===== src/rtl/dispense_pkg.sv =====
// Shared types and constants for the source-inlet dispense sequencer.
// Holds the FSM state encoding and the one-hot pump phase values.
package dispense_pkg;

    typedef enum logic [2:0] {
        IDLE   = 3'd0,
        PRIME  = 3'd1,
        PUMP   = 3'd2,
        SETTLE = 3'd3,
        DONE   = 3'd4
    } state_e;

    localparam logic [2:0] PHASE_OFF = 3'b000;
    localparam logic [2:0] PHASE_A   = 3'b001;
    localparam logic [2:0] PHASE_B   = 3'b010;
    localparam logic [2:0] PHASE_C   = 3'b100;

    // Peristaltic rotation order; an illegal code restarts at phase A.
    function automatic logic [2:0] next_phase(input logic [2:0] p);
        logic [2:0] n;
        case (p)
            PHASE_A: n = PHASE_B;
            PHASE_B: n = PHASE_C;
            PHASE_C: n = PHASE_A;
            default: n = PHASE_A;
        endcase
        return n;
    endfunction

endpackage


===== src/rtl/pump_phase_gen.sv =====
// Three-phase peristaltic drive: holds each one-hot phase STEP_CYCLES cycles
// and flags the last cycle of every step with step_tick.
module pump_phase_gen
    import dispense_pkg::*;
#(
    parameter int STEP_CYCLES = 4
) (
    input  logic       clk,
    input  logic       rst_n,
    input  logic       run,
    input  logic       restart,
    output logic [2:0] pump_phase,
    output logic       step_tick
);

    localparam int TW = (STEP_CYCLES > 1) ? $clog2(STEP_CYCLES) : 1;
    localparam logic [TW-1:0] TIMER_LAST = TW'(STEP_CYCLES - 1);

    logic [TW-1:0] timer_r;
    logic [2:0]    phase_r;

    // Step timer and phase rotator; run low parks the pump at PHASE_OFF.
    always_ff @(posedge clk) begin
        if (!rst_n) begin
            timer_r <= TW'(0);
            phase_r <= PHASE_OFF;
        end else if (!run) begin
            timer_r <= TW'(0);
            phase_r <= PHASE_OFF;
        end else if (restart) begin
            timer_r <= TW'(0);
            phase_r <= PHASE_A;
        end else if (timer_r == TIMER_LAST) begin
            timer_r <= TW'(0);
            phase_r <= next_phase(phase_r);
        end else begin
            timer_r <= timer_r + TW'(1);
        end
    end

    assign pump_phase = phase_r;
    assign step_tick  = (phase_r != PHASE_OFF) && (timer_r == TIMER_LAST);

endmodule


===== src/rtl/source_dispense_sequencer.sv =====
// Source inlet sequencer: accepts dispense commands and runs the valve and
// peristaltic pump through prime, pump, settle and done phases.
module source_dispense_sequencer
    import dispense_pkg::*;
#(
    parameter int STEP_CYCLES  = 4,
    parameter int PRIME_CYCLES = 2,
    parameter int CNT_W        = 8,
    parameter int SETTLE_W     = 8
) (
    input  logic                clk,
    input  logic                rst_n,
    input  logic                cmd_valid,
    output logic                cmd_ready,
    input  logic [CNT_W-1:0]    cmd_steps,
    input  logic [SETTLE_W-1:0] cmd_settle,
    input  logic                abort,
    output logic                valve_open,
    output logic [2:0]          pump_phase,
    output logic                busy,
    output logic                done,
    output logic                aborted,
    output logic [CNT_W-1:0]    steps_done
);

    localparam int PW = (PRIME_CYCLES > 1) ? $clog2(PRIME_CYCLES) : 1;
    localparam logic [PW-1:0] PRIME_LAST = PW'(PRIME_CYCLES - 1);

    state_e                state_r;
    state_e                state_n;
    logic [CNT_W-1:0]      steps_r;
    logic [SETTLE_W-1:0]   settle_r;
    logic [SETTLE_W-1:0]   settle_cnt_r;
    logic [PW-1:0]         prime_cnt_r;
    logic [CNT_W-1:0]      steps_done_r;
    logic                  cmd_ready_r;
    logic                  valve_r;
    logic                  busy_r;
    logic                  done_r;
    logic                  aborted_r;

    logic                  accept_s;
    logic                  abort_s;
    logic                  active_s;
    logic                  step_tick_s;
    logic                  last_step_s;
    logic                  pump_run_s;
    logic                  pump_restart_s;

    assign accept_s    = cmd_valid && (state_r == IDLE);
    assign active_s    = (state_r == PRIME) || (state_r == PUMP) || (state_r == SETTLE);
    assign abort_s     = abort && active_s;
    assign last_step_s = (steps_done_r == (steps_r - CNT_W'(1)));

    // Next-state decode; abort only matters while the inlet is active.
    always_comb begin
        state_n = state_r;
        case (state_r)
            IDLE: begin
                if (cmd_valid) begin
                    state_n = (cmd_steps == CNT_W'(0)) ? DONE : PRIME;
                end else begin
                    state_n = IDLE;
                end
            end
            PRIME: begin
                if (abort) begin
                    state_n = IDLE;
                end else if (prime_cnt_r == PRIME_LAST) begin
                    state_n = PUMP;
                end else begin
                    state_n = PRIME;
                end
            end
            PUMP: begin
                if (abort) begin
                    state_n = IDLE;
                end else if (step_tick_s && last_step_s) begin
                    state_n = (settle_r == SETTLE_W'(0)) ? DONE : SETTLE;
                end else begin
                    state_n = PUMP;
                end
            end
            SETTLE: begin
                if (abort) begin
                    state_n = IDLE;
                end else if (settle_cnt_r == (settle_r - SETTLE_W'(1))) begin
                    state_n = DONE;
                end else begin
                    state_n = SETTLE;
                end
            end
            DONE:    state_n = IDLE;
            default: state_n = IDLE;
        endcase
    end

    // The phase generator runs one cycle ahead so its outputs line up with PUMP.
    assign pump_run_s     = (state_n == PUMP);
    assign pump_restart_s = (state_r != PUMP) && (state_n == PUMP);

    pump_phase_gen #(
        .STEP_CYCLES (STEP_CYCLES)
    ) u_phase (
        .clk        (clk),
        .rst_n      (rst_n),
        .run        (pump_run_s),
        .restart    (pump_restart_s),
        .pump_phase (pump_phase),
        .step_tick  (step_tick_s)
    );

    // State register, phase counters and command latches.
    always_ff @(posedge clk) begin
        if (!rst_n) begin
            state_r      <= IDLE;
            prime_cnt_r  <= PW'(0);
            settle_cnt_r <= SETTLE_W'(0);
            steps_r      <= CNT_W'(0);
            settle_r     <= SETTLE_W'(0);
            steps_done_r <= CNT_W'(0);
        end else begin
            state_r      <= state_n;
            prime_cnt_r  <= ((state_r == PRIME) && (state_n == PRIME)) ? prime_cnt_r + PW'(1) : PW'(0);
            settle_cnt_r <= ((state_r == SETTLE) && (state_n == SETTLE)) ? settle_cnt_r + SETTLE_W'(1) : SETTLE_W'(0);
            if (accept_s) begin
                steps_r      <= cmd_steps;
                settle_r     <= cmd_settle;
                steps_done_r <= CNT_W'(0);
            end else if ((state_r == PUMP) && step_tick_s && !abort && (steps_done_r != steps_r)) begin
                steps_done_r <= steps_done_r + CNT_W'(1);
            end else begin
                steps_done_r <= steps_done_r;
            end
        end
    end

    // Output registers decoded from the upcoming state so they track state_r exactly.
    always_ff @(posedge clk) begin
        if (!rst_n) begin
            cmd_ready_r <= 1'b1;
            valve_r     <= 1'b0;
            busy_r      <= 1'b0;
            done_r      <= 1'b0;
            aborted_r   <= 1'b0;
        end else begin
            cmd_ready_r <= (state_n == IDLE);
            valve_r     <= (state_n == PRIME) || (state_n == PUMP);
            busy_r      <= (state_n != IDLE);
            done_r      <= (state_n == DONE);
            aborted_r   <= abort_s;
        end
    end

    assign cmd_ready  = cmd_ready_r;
    assign valve_open = valve_r;
    assign busy       = busy_r;
    assign done       = done_r;
    assign aborted    = aborted_r;
    assign steps_done = steps_done_r;

endmodule


===== config.mk =====
export PLATFORM = sky130hd
export DESIGN_NAME = source_dispense_sequencer
export DESIGN_NICKNAME = d
export VERILOG_FILES = /design/src/rtl/dispense_pkg.sv /design/src/rtl/pump_phase_gen.sv /design/src/rtl/source_dispense_sequencer.sv
export SDC_FILE = /design/constraint.sdc
export NUM_CORES = 1
export LEC_CHECK = 0
export CAP_MARGIN = 20
export CORE_ASPECT_RATIO = 0.9
export CORE_MARGIN = 10
export CORE_UTILIZATION = 54
export CTS_CLUSTER_SIZE = 24
export DETAILED_ROUTE_END_ITERATION = 16
export PLACE_DENSITY = 0.8
export SETUP_SLACK_MARGIN = 0.2
export SYNTH_ARGS = -nofsm -noshare
export SYNTH_HDL_FRONTEND = slang
export SYNTH_SLANG_ARGS = --single-unit

===== constraint.sdc =====
create_clock -name clk -period 3 [get_ports clk]
set_clock_uncertainty 0.05 [all_clocks]
set_input_delay 0.6 -clock clk [delete_from_list [all_inputs] [get_ports clk]]
set_output_delay 0.6 -clock clk [all_outputs]
set_load 0.05 [all_outputs]

==> flow_metrics.py, run 1 <==
metrics = {
    "routing": {
        "drc_errors": 0,
        "num_vias": 2106,
        "routed_via_density": 5.37,
        "route.antenna.remaining_nets": 0,
        "drtIter0Drc": 173,
        "routedWlPerCell_um": 13.5,
        "drt_first_pass_iters": 4,
        "wirelength_um": 5290,
    },
    "clocking": {
        "cts_max_level": 2,
        "ctsResizeCount": 0,
        "clkSlewWorstSetupHoldPaths_ns": 0.09,
        "ctsHoldBuffers": 0,
        "cts_tree": "yes",
        "cts_made_buffers": 5,
        "postCtsSetupRepairBufs": 0,
        "clockBufferDepth": 2,
        "cts_sinks": 46,
        "clock_latency_ns": 0.30,
        "clockRootBuffer": "clkbuf_8",
    },
    "setup_path": {
        "path_class": "flip-flop to flip-flop",
        "end_kind": "flip-flop",
        "rrSetupSlack_ns": 0.40,
        "worst-path-max-fanout": 9,
        "crit_cells": 7,
        "critical-path-max-stage-delay_ns": 0.56,
        "crit_arrival_ns": 2.72,
        "r2r_start": "steps_r[0]",
        "path_delay_family": "simple AND/OR/NAND/NOR gates",
        "worst_path_max_delay_cell": "or4_1",
        "startpoint_type": "flip-flop",
        "r2r-end": "valve_open",
        "critPathBufInv": 0,
        "r2r_cells": 7,
        "worstPathCellList": "or4_1, nor2_1, mux2_1, o31ai_2, nand3_1, a22oi_2, o22ai_1",
        "required_ns": 3.13,
    },
    "final_layout": {
        "final_net_count": 355,
        "fillers": 390,
        "drive_gt1_frac": 0.0636,
        "area_growth_pct": 21.4,
        "final_util": 0.670,
        "fin_area_um2": 2950,
        "diodes": 0,
    },
    "synthesis": {
        "synth_nets": 317,
        "netlist_area_um2": 2430,
        "synth-main-ff-cell": "dfxtp_1",
        "synth_commonest_cells": "nand2_1, dfxtp_1, nor2_1, xor2_1, a21boi_0",
        "synth.distinct_cells": 46,
        "synth_enable_flop_cells": 0,
        "syn_avg_cell_area_um2": 8.35,
        "yosysSeqAreaShare": 0.379,
        "ys_seq_elements": 46,
        "synth_cells": 291,
        "synth-async-reset-ratio": 0,
        "synth_top_area_cell": "dfxtp_1",
        "synth.most_common_cell": "nand2_1",
        "synthTopCellsByArea": "dfxtp_1, nand2_1, xor2_1, xnor2_1, a21boi_0",
        "yosysWarningCount": 0,
        "synth_top_area_frac": 0.379,
    },
    "pwr": {
        "combPwrFrac": 0.169,
        "pwr-share-clk": 0.303,
        "p_sw_uw": 349,
        "ir_drop_mv": 0.330,
        "seqPwrFrac": 0.528,
        "swShare": 0.281,
        "power.leakage_uw": 0.00113,
        "intPower_uw": 891,
        "power_density_nw_per_um2": 420,
    },
    "min_path": {
        "hold_depth": 1,
        "hp-class": "flip-flop to flip-flop",
        "hold-path-endpoint": "u_phase.timer_r[0]",
        "hold_start": "u_phase.timer_r[0]",
    },
    "outcome": {
        "run_status": "completed",
    },
    "global_route": {
        "grt_start_max_net_pins": 20,
        "grt_pass1_vias": 2020,
        "grt_pass1_wl_um": 9270,
        "antenna_found_initial": 0,
        "grt_usage": 0.142,
        "grt-ovfl-total": 0,
    },
    "floorplanning": {
        "die_x_um": 90.7,
        "initial_utilization": 0.552,
        "dieArea_um2": 7590,
        "rows": 23,
        "coreArea_um2": 4400,
        "die_h_um": 83.6,
        "io_pins": 36,
    },
    "sta": {
        "setup_viol": 0,
        "drv_slew": 0,
        "maxSlewHeadroom": 0.541,
        "min_period_ns": 2.60,
        "fmax_mhz": 385,
        "tns_ns": 0,
        "post-route-period-util": 0.865,
        "tightest_slew_ns": 0.688,
        "hold_viol_final": 0,
        "rsz0062_at_grt": "false",
    },
    "placement": {
        "place.gp.congestion": 0.870,
        "place_hpwl_um": 3930,
        "place_area_um2": 2860,
        "port_buffers": 35,
    },
    "flow_run": {
        "cap_violations": 0,
    },
}
## metrics by stage
step | power (µW) | worst slack (ns) | hold WS (ns) | cells
6_report | 1240 | 0.404 | 0.385 | 392
5_1_grt | 1300 | 0.221 | 0.415 | 392
4_1_cts | 1250 | 0.261 | 0.393 | 392
3_5_place_dp | 875 | 0.290 | 0.380 | 384
3_3_place_gp | 870 | 0.349 | 0.369 | 384
2_1_floorplan | 805 | 0.558 | 0.357 | 291
## state kept, by name (all words and copies together), names as in the netlist
name / flops
busy: 1
aborted: 1
u_phase.timer_r: 2
valve_open: 1
done: 1
u_phase.pump_phase: 3
settle_r: 8
prime_cnt_r: 1
steps_done: 8
settle_cnt_r: 8
cmd_ready: 1
state_r: 3
steps_r: 8
## area by class of cell
cell class / count / area, µm² / share of cell area
clock buffer: 5 / 68.8 / 0.0233
timing repair buffer: 39 / 380 / 0.129
multi-input combinational: 223 / 1430 / 0.484
tap: 62 / 77.6 / 0.0263
clock inverter: 3 / 21.3 / 0.00721
sequential: 46 / 921 / 0.312
inverter: 14 / 52.6 / 0.0178
## power groups by stage
stage | clock network (µW) | logic, µW | registers [µW]
4_1_cts | 389 | 209 | 655
3_3_place_gp | 0 | 203 | 668
2_1_floorplan | 0 | 128 | 677
6_report | 376 | 209 | 655
5_1_grt | 413 | 233 | 658
3_5_place_dp | 0 | 206 | 668
## layer usage
metal	track usage	share of wire	wire (µm)
met1	0.170	0.45	2370
met2	0.242	0.48	2550
met3	0.0414	0.057	301
met4	0.0405	0.012	64
met5	0	0	0
## cells by family after synthesis
family,after synthesis,synth area share
compound gates,44,0.142
flops,46,0.379
xor+xnor,35,0.126
mux,2,0.00875
simple gates,136,0.279
buf+inv,22,0.0350
fa+ha+maj,6,0.0309
## layout by cell type (no fill, tap or decap), types with 4 or more instances in the layout
cell | netlist | final
or4_1 | 4 | 4
xor2_1 | 20 | 20
dfxtp_1 | 46 | 46
xnor2_1 | 15 | 15
clkdlybuf4s50_1 | 0 | 35
nor2_1 | 30 | 30
buf_4 | 0 | 4
inv_1 | 14 | 14
a21oi_1 | 6 | 6
nor3_1 | 8 | 8
clkbuf_8 | 0 | 5
nand3_1 | 11 | 11
nand2_1 | 47 | 47
and3_1 | 6 | 6
nor4_1 | 6 | 6
a21boi_0 | 17 | 17
nand2b_1 | 5 | 5
ha_1 | 6 | 6
## worst max path at each step
stage	from	end	slack, ns
4_1_cts	steps_r[0]	valve_open	0.26
3_5_place_dp	cmd_steps[7]	cmd_ready	0.29
5_1_grt	steps_r[0]	valve_open	0.22
6_report	steps_r[0]	valve_open	0.40
3_3_place_gp	cmd_steps[7]	cmd_ready	0.35
2_1_floorplan	steps_done[2]	valve_open	0.56
(Power assumes the default switching activity.)
==> run 2, diff against run 1 <==
Settings changed: CORE_UTILIZATION 54 to 27, PLACE_DENSITY 0.8 to not set.
==> run 2 against run 1 <==
Register-to-register slack barely moved. Clock power rose by 5%. Setup slack improved by 0.010 ns. Count of clock-buffer cells in the layout rose by 2. Non-clock buffer count rose by 1. Sequential share of layout area fell by 0.77 points. Die area rose by 74%. Global-route usage fell by 5.4 points. Combinational power barely moved. Largest cell class unchanged. Largest power group unchanged. Highest routed layer unchanged.
==> flow_metrics.py, run 2 (same netlist as run 1, synthesis figures left out) <==
metrics = {
    "sta": {
        "rsz0062_at_grt": "false",
        "fmax_mhz": 387,
        "maxSlewHeadroom": 0.504,
        "setup_viol": 0,
        "drv_slew": 0,
        "min_period_ns": 2.59,
        "tns_ns": 0,
        "hold_viol_final": 0,
        "tightest_slew_ns": 0.738,
        "post-route-period-util": 0.862,
        "worst_slack_ns": 0.414,
        "fin_hold_ws_ns": 0.382,
    },
    "global_route": {
        "gr-usage-met1": 0.124,
        "use_met3": 0.0224,
        "grt_usage": 0.0886,
        "grt_start_max_net_pins": 20,
        "busiest_layer": "met2",
        "antenna_found_initial": 0,
        "grt-ovfl-total": 0,
        "grt_pass1_vias": 2014,
        "grt_pass1_wl_um": 9760,
        "groute.layer.met2.usage": 0.132,
    },
    "setup_path": {
        "rrSetupSlack_ns": 0.41,
        "startpoint": "steps_r[0]",
        "r2r_cells": 8,
        "end_kind": "flip-flop",
        "crit_arrival_ns": 2.70,
        "r2r-end": "valve_open",
        "crit_path_end": "valve_open",
        "path_class": "flip-flop to flip-flop",
        "startpoint_type": "flip-flop",
        "worst-path-max-fanout": 6,
        "required_ns": 3.11,
        "r2r_start": "steps_r[0]",
    },
    "final_layout": {
        "diodes": 0,
        "final_cell_mix": "nand2_1, dfxtp_1, clkdlybuf4s50_1, nor2_1, xor2_1",
        "drive_gt1_frac": 0.0604,
        "fin_cells": 450,
        "final_net_count": 356,
        "final_util": 0.348,
        "area_growth_pct": 24.5,
        "final_common_cell": "nand2_1",
    },
    "placement": {
        "placed_cells": 440,
        "place_hpwl_um": 4420,
        "place.gp.congestion": 0.840,
        "port_buffers": 35,
        "place_ws_ns": 0.283,
    },
    "routing": {
        "drtIter0Drc": 97,
        "drc_errors": 0,
        "drt_first_pass_iters": 7,
        "num_vias": 2063,
        "wirelength_um": 5730,
        "route.antenna.remaining_nets": 0,
        "routed_via_density": 4.58,
        "routedWlPerCell_um": 12.7,
    },
    "pwr": {
        "power_density_nw_per_um2": 415,
        "power.leakage_uw": 0.00113,
        "ir_drop_mv": 0.180,
    },
    "clocking": {
        "clkSlewWorstSetupHoldPaths_ns": 0.09,
        "ctsResizeCount": 0,
        "cts_made_buffers": 5,
        "cts_sinks": 46,
        "clockRootBuffer": "clkbuf_8",
        "ctsHoldBuffers": 0,
        "clockBufferDepth": 2,
        "cts_tree": "yes",
        "cts_max_level": 2,
        "clock_latency_ns": 0.29,
    },
    "min_path": {
        "hp-class": "flip-flop to flip-flop",
        "hold_start": "u_phase.timer_r[0]",
    },
    "floorplanning": {
        "initial_utilization": 0.280,
        "die_x_um": 120,
        "io_pins": 36,
        "coreArea_um2": 8690,
        "rows": 32,
        "die_h_um": 110,
        "dieArea_um2": 13200,
    },
    "outcome": {
        "run_status": "completed",
    },
    "flow_run": {
        "cap_violations": 0,
    },
}
## run 2: changes by cell type in the layout (fill, tap and decap cells not counted), sizes merged
cell | before | now
buf | 4 | 5
clkbuf | 5 | 7
clkinv | 2 | 1
clkinvlp | 1 | 0
## run 2: area by class of cell
type / count / area [µm²]
clock inverter: 1 / 5.00
fill: 929 / 5660
multi-input combinational: 223 / 1420
clock buffer: 7 / 86.3
timing repair buffer: 40 / 388
tap: 119 / 149
inverter: 14 / 52.6
sequential: 46 / 921
## run 2: timing repair
item | CTS | global route
buffers inserted | 0 | 2
endpoints found under the hold margin | 0 | 0
endpoints found under the setup margin | 0 | 9
## run 2: power breakdown
group / internal, µW / switching (µW)
combinational: 96.1 / 113
sequential: 630 / 22.5
clock: 186 / 207
total: 912 / 343
## run 2: routing by layer
layer | wire length, µm | vias up
met4 | 77 | 0
met3 | 279 | 6
met2 | 2260 | 46
li1 | - | 1081
met5 | 0 | -
met1 | 3120 | 930
## run 2: metrics by stage
step | instance area, µm² | power [µW]
6_report | 3030 | 1260
5_1_grt | 3030 | 1320
4_1_cts | 3010 | 1270
3_5_place_dp | 2920 | 877
3_3_place_gp | 2920 | 874
2_1_floorplan | 2430 | 805
## run 2: how the worst min path moves through the flow
stage	end	cells past startpoint	slack, ns
final	u_phase.timer_r[0]	1	0.38
after global routing	u_phase.timer_r[0]	1	0.41
after CTS	u_phase.timer_r[0]	1	0.38
after detailed placement	u_phase.timer_r[0]	1	0.37
after global placement	u_phase.timer_r[0]	1	0.37
after floorplan	u_phase.timer_r[0]	1	0.36
## run 2: critical path: stages, from the launching register on
cell and delay, ns:
dfxtp_1 0.37, or4_1 0.56, nor2_1 0.16, mux2_1 0.34, o31ai_1 0.42, nand3_1 0.15, a22oi_2 0.18, buf_4 0.15
o22ai_1 0.08
==> run 3, diff against run 2 <==
Clock period 3 ns to 2.9 ns, I/O delays scaled along.
==> run 3 against run 2 <==
Sequential cell count stayed put. Setup slack better by 0.012 ns. Die area stayed put.
==> flow_metrics.py, run 3 (same netlist as run 1, synthesis figures left out) <==
metrics = {
    "final_layout": {
        "drive_gt1_frac": 0.0693,
        "area_growth_pct": 26.0,
        "fillers": 911,
        "final_cell_mix": "nand2_1, dfxtp_1, clkdlybuf4s50_1, nor2_1, xor2_1",
        "diodes": 0,
        "multi_input_area_um2": 1430,
        "final_common_cell": "nand2_1",
        "fin_area_um2": 3060,
        "seqCellArea_um2": 921,
        "final_net_count": 357,
        "fin_cells": 451,
    },
    "floorplanning": {
        "die_x_um": 120,
        "die_h_um": 110,
        "rows": 32,
        "dieArea_um2": 13200,
        "initial_utilization": 0.280,
        "io_pins": 36,
        "coreArea_um2": 8690,
    },
    "outcome": {
        "run_status": "completed",
    },
    "min_path": {
        "hold_depth": 1,
        "hold_start": "u_phase.timer_r[0]",
        "hp-class": "flip-flop to flip-flop",
    },
    "clocking": {
        "clkSlewWorstSetupHoldPaths_ns": 0.09,
        "cts_made_buffers": 5,
        "cts_max_level": 2,
        "clockRootBuffer": "clkbuf_8",
        "cts_tree": "yes",
        "cts_sinks": 46,
        "clockBufferDepth": 2,
        "clock_latency_ns": 0.30,
        "ctsHoldBuffers": 0,
    },
    "placement": {
        "placed_cells": 442,
        "place_hpwl_um": 4410,
        "port_buffers": 35,
        "place_area_um2": 2930,
        "place.gp.congestion": 0.839,
    },
    "setup_path": {
        "r2r_start": "steps_r[0]",
        "path_class": "flip-flop to flip-flop",
        "worst-path-max-fanout": 6,
        "crit_arrival_ns": 2.63,
        "required_ns": 3.05,
        "startpoint_type": "flip-flop",
        "r2r_cells": 8,
        "end_kind": "flip-flop",
        "startpoint": "steps_r[0]",
    },
    "routing": {
        "drc_errors": 0,
        "wirelength_um": 5710,
        "route.antenna.remaining_nets": 0,
        "routed_via_density": 4.63,
        "num_vias": 2090,
        "drt_first_pass_iters": 4,
        "routedWlPerCell_um": 12.7,
        "drtIter0Drc": 84,
    },
    "global_route": {
        "grt-ovfl-total": 0,
        "antenna_found_initial": 0,
        "grt_start_max_net_pins": 20,
        "grt_pass1_wl_um": 9580,
        "grt_pass1_vias": 2001,
        "grt_usage": 0.0868,
    },
    "sta": {
        "tns_ns": 0,
        "post-route-period-util": 0.853,
        "tightest_slew_ns": 0.715,
        "hold_viol_final": 0,
        "fmax_mhz": 404,
        "min_period_ns": 2.47,
        "setup_viol": 0,
        "rsz0062_at_grt": "false",
        "maxSlewHeadroom": 0.519,
        "drv_slew": 0,
    },
    "pwr": {
        "ir_drop_mv": 0.167,
        "power_density_nw_per_um2": 451,
        "report.power.total_uw": 1380,
        "power.leakage_uw": 0.00114,
    },
    "flow_run": {
        "cap_violations": 0,
    },
}
run 3: changes by cell type in the layout (fill, tap and decap cells not counted), sizes merged:
cell,previous run,this run
clkbuf,7,5
bufinv,0,1
clkinv,1,0
clkinvlp,0,2
buf,5,6
run 3: where the power goes:
part / leakage, µW / total, µW / switching, µW / internal [µW]
clock: 0.0000504 / 484 / 228 / 256
combinational: 0.000718 / 219 / 115 / 104
sequential: 0.000374 / 676 / 24.6 / 652
total: 0.00114 / 1380 / 368 / 1010
run 3: through the flow:
| stage | hold WS [ns] | setup slack [ns] | utilization |
|---|---|---|---|
| floorplan | 0.357 | 0.458 | - |
| global placement | 0.364 | 0.264 | 0.338 |
| detailed placement | 0.375 | 0.206 | 0.338 |
| CTS | 0.388 | 0.313 | 0.351 |
| global route | 0.414 | 0.235 | 0.352 |
| finish | 0.386 | 0.426 | 0.352 |
run 3: cell type report:
class	count	area share
multi-input cells	223	0.467
flip-flops and latches	46	0.301
repair buffers	41	0.129
well taps	119	0.0487
clock buffers	5	0.0225
inverters	14	0.0172
clock inverters	3	0.0147
run 3: critical path, cell delays in order, from the launching register on:
cell and delay, ns:
dfxtp_1 0.37, or4_1 0.55, nor2_1 0.16, mux2_1 0.35
o31ai_2 0.26, buf_4 0.16, and3_1 0.14, o21ai_1 0.14
and3_1 0.19
run 3: path summary, 6_finish.rpt:
path         slack, ns                  to
max               0.43           cmd_ready
min               0.39  u_phase.timer_r[0]
max reg2reg       0.43           cmd_ready
min reg2reg       0.39  u_phase.timer_r[0]
run 3: layer usage:
layer / vias to the layer above / GRT usage / share of wire
met5: - / 0 / 0
met4: 0 / 0.0258 / 0.012
met3: 5 / 0.0229 / 0.043
met2: 42 / 0.129 / 0.39
met1: 955 / 0.121 / 0.56
li1: 1088 / - / -
run 3: what timing repair did:
action,CTS,global route
setup endpoints to repair,0,10
gates resized for setup,0,1
buffers inserted,0,1
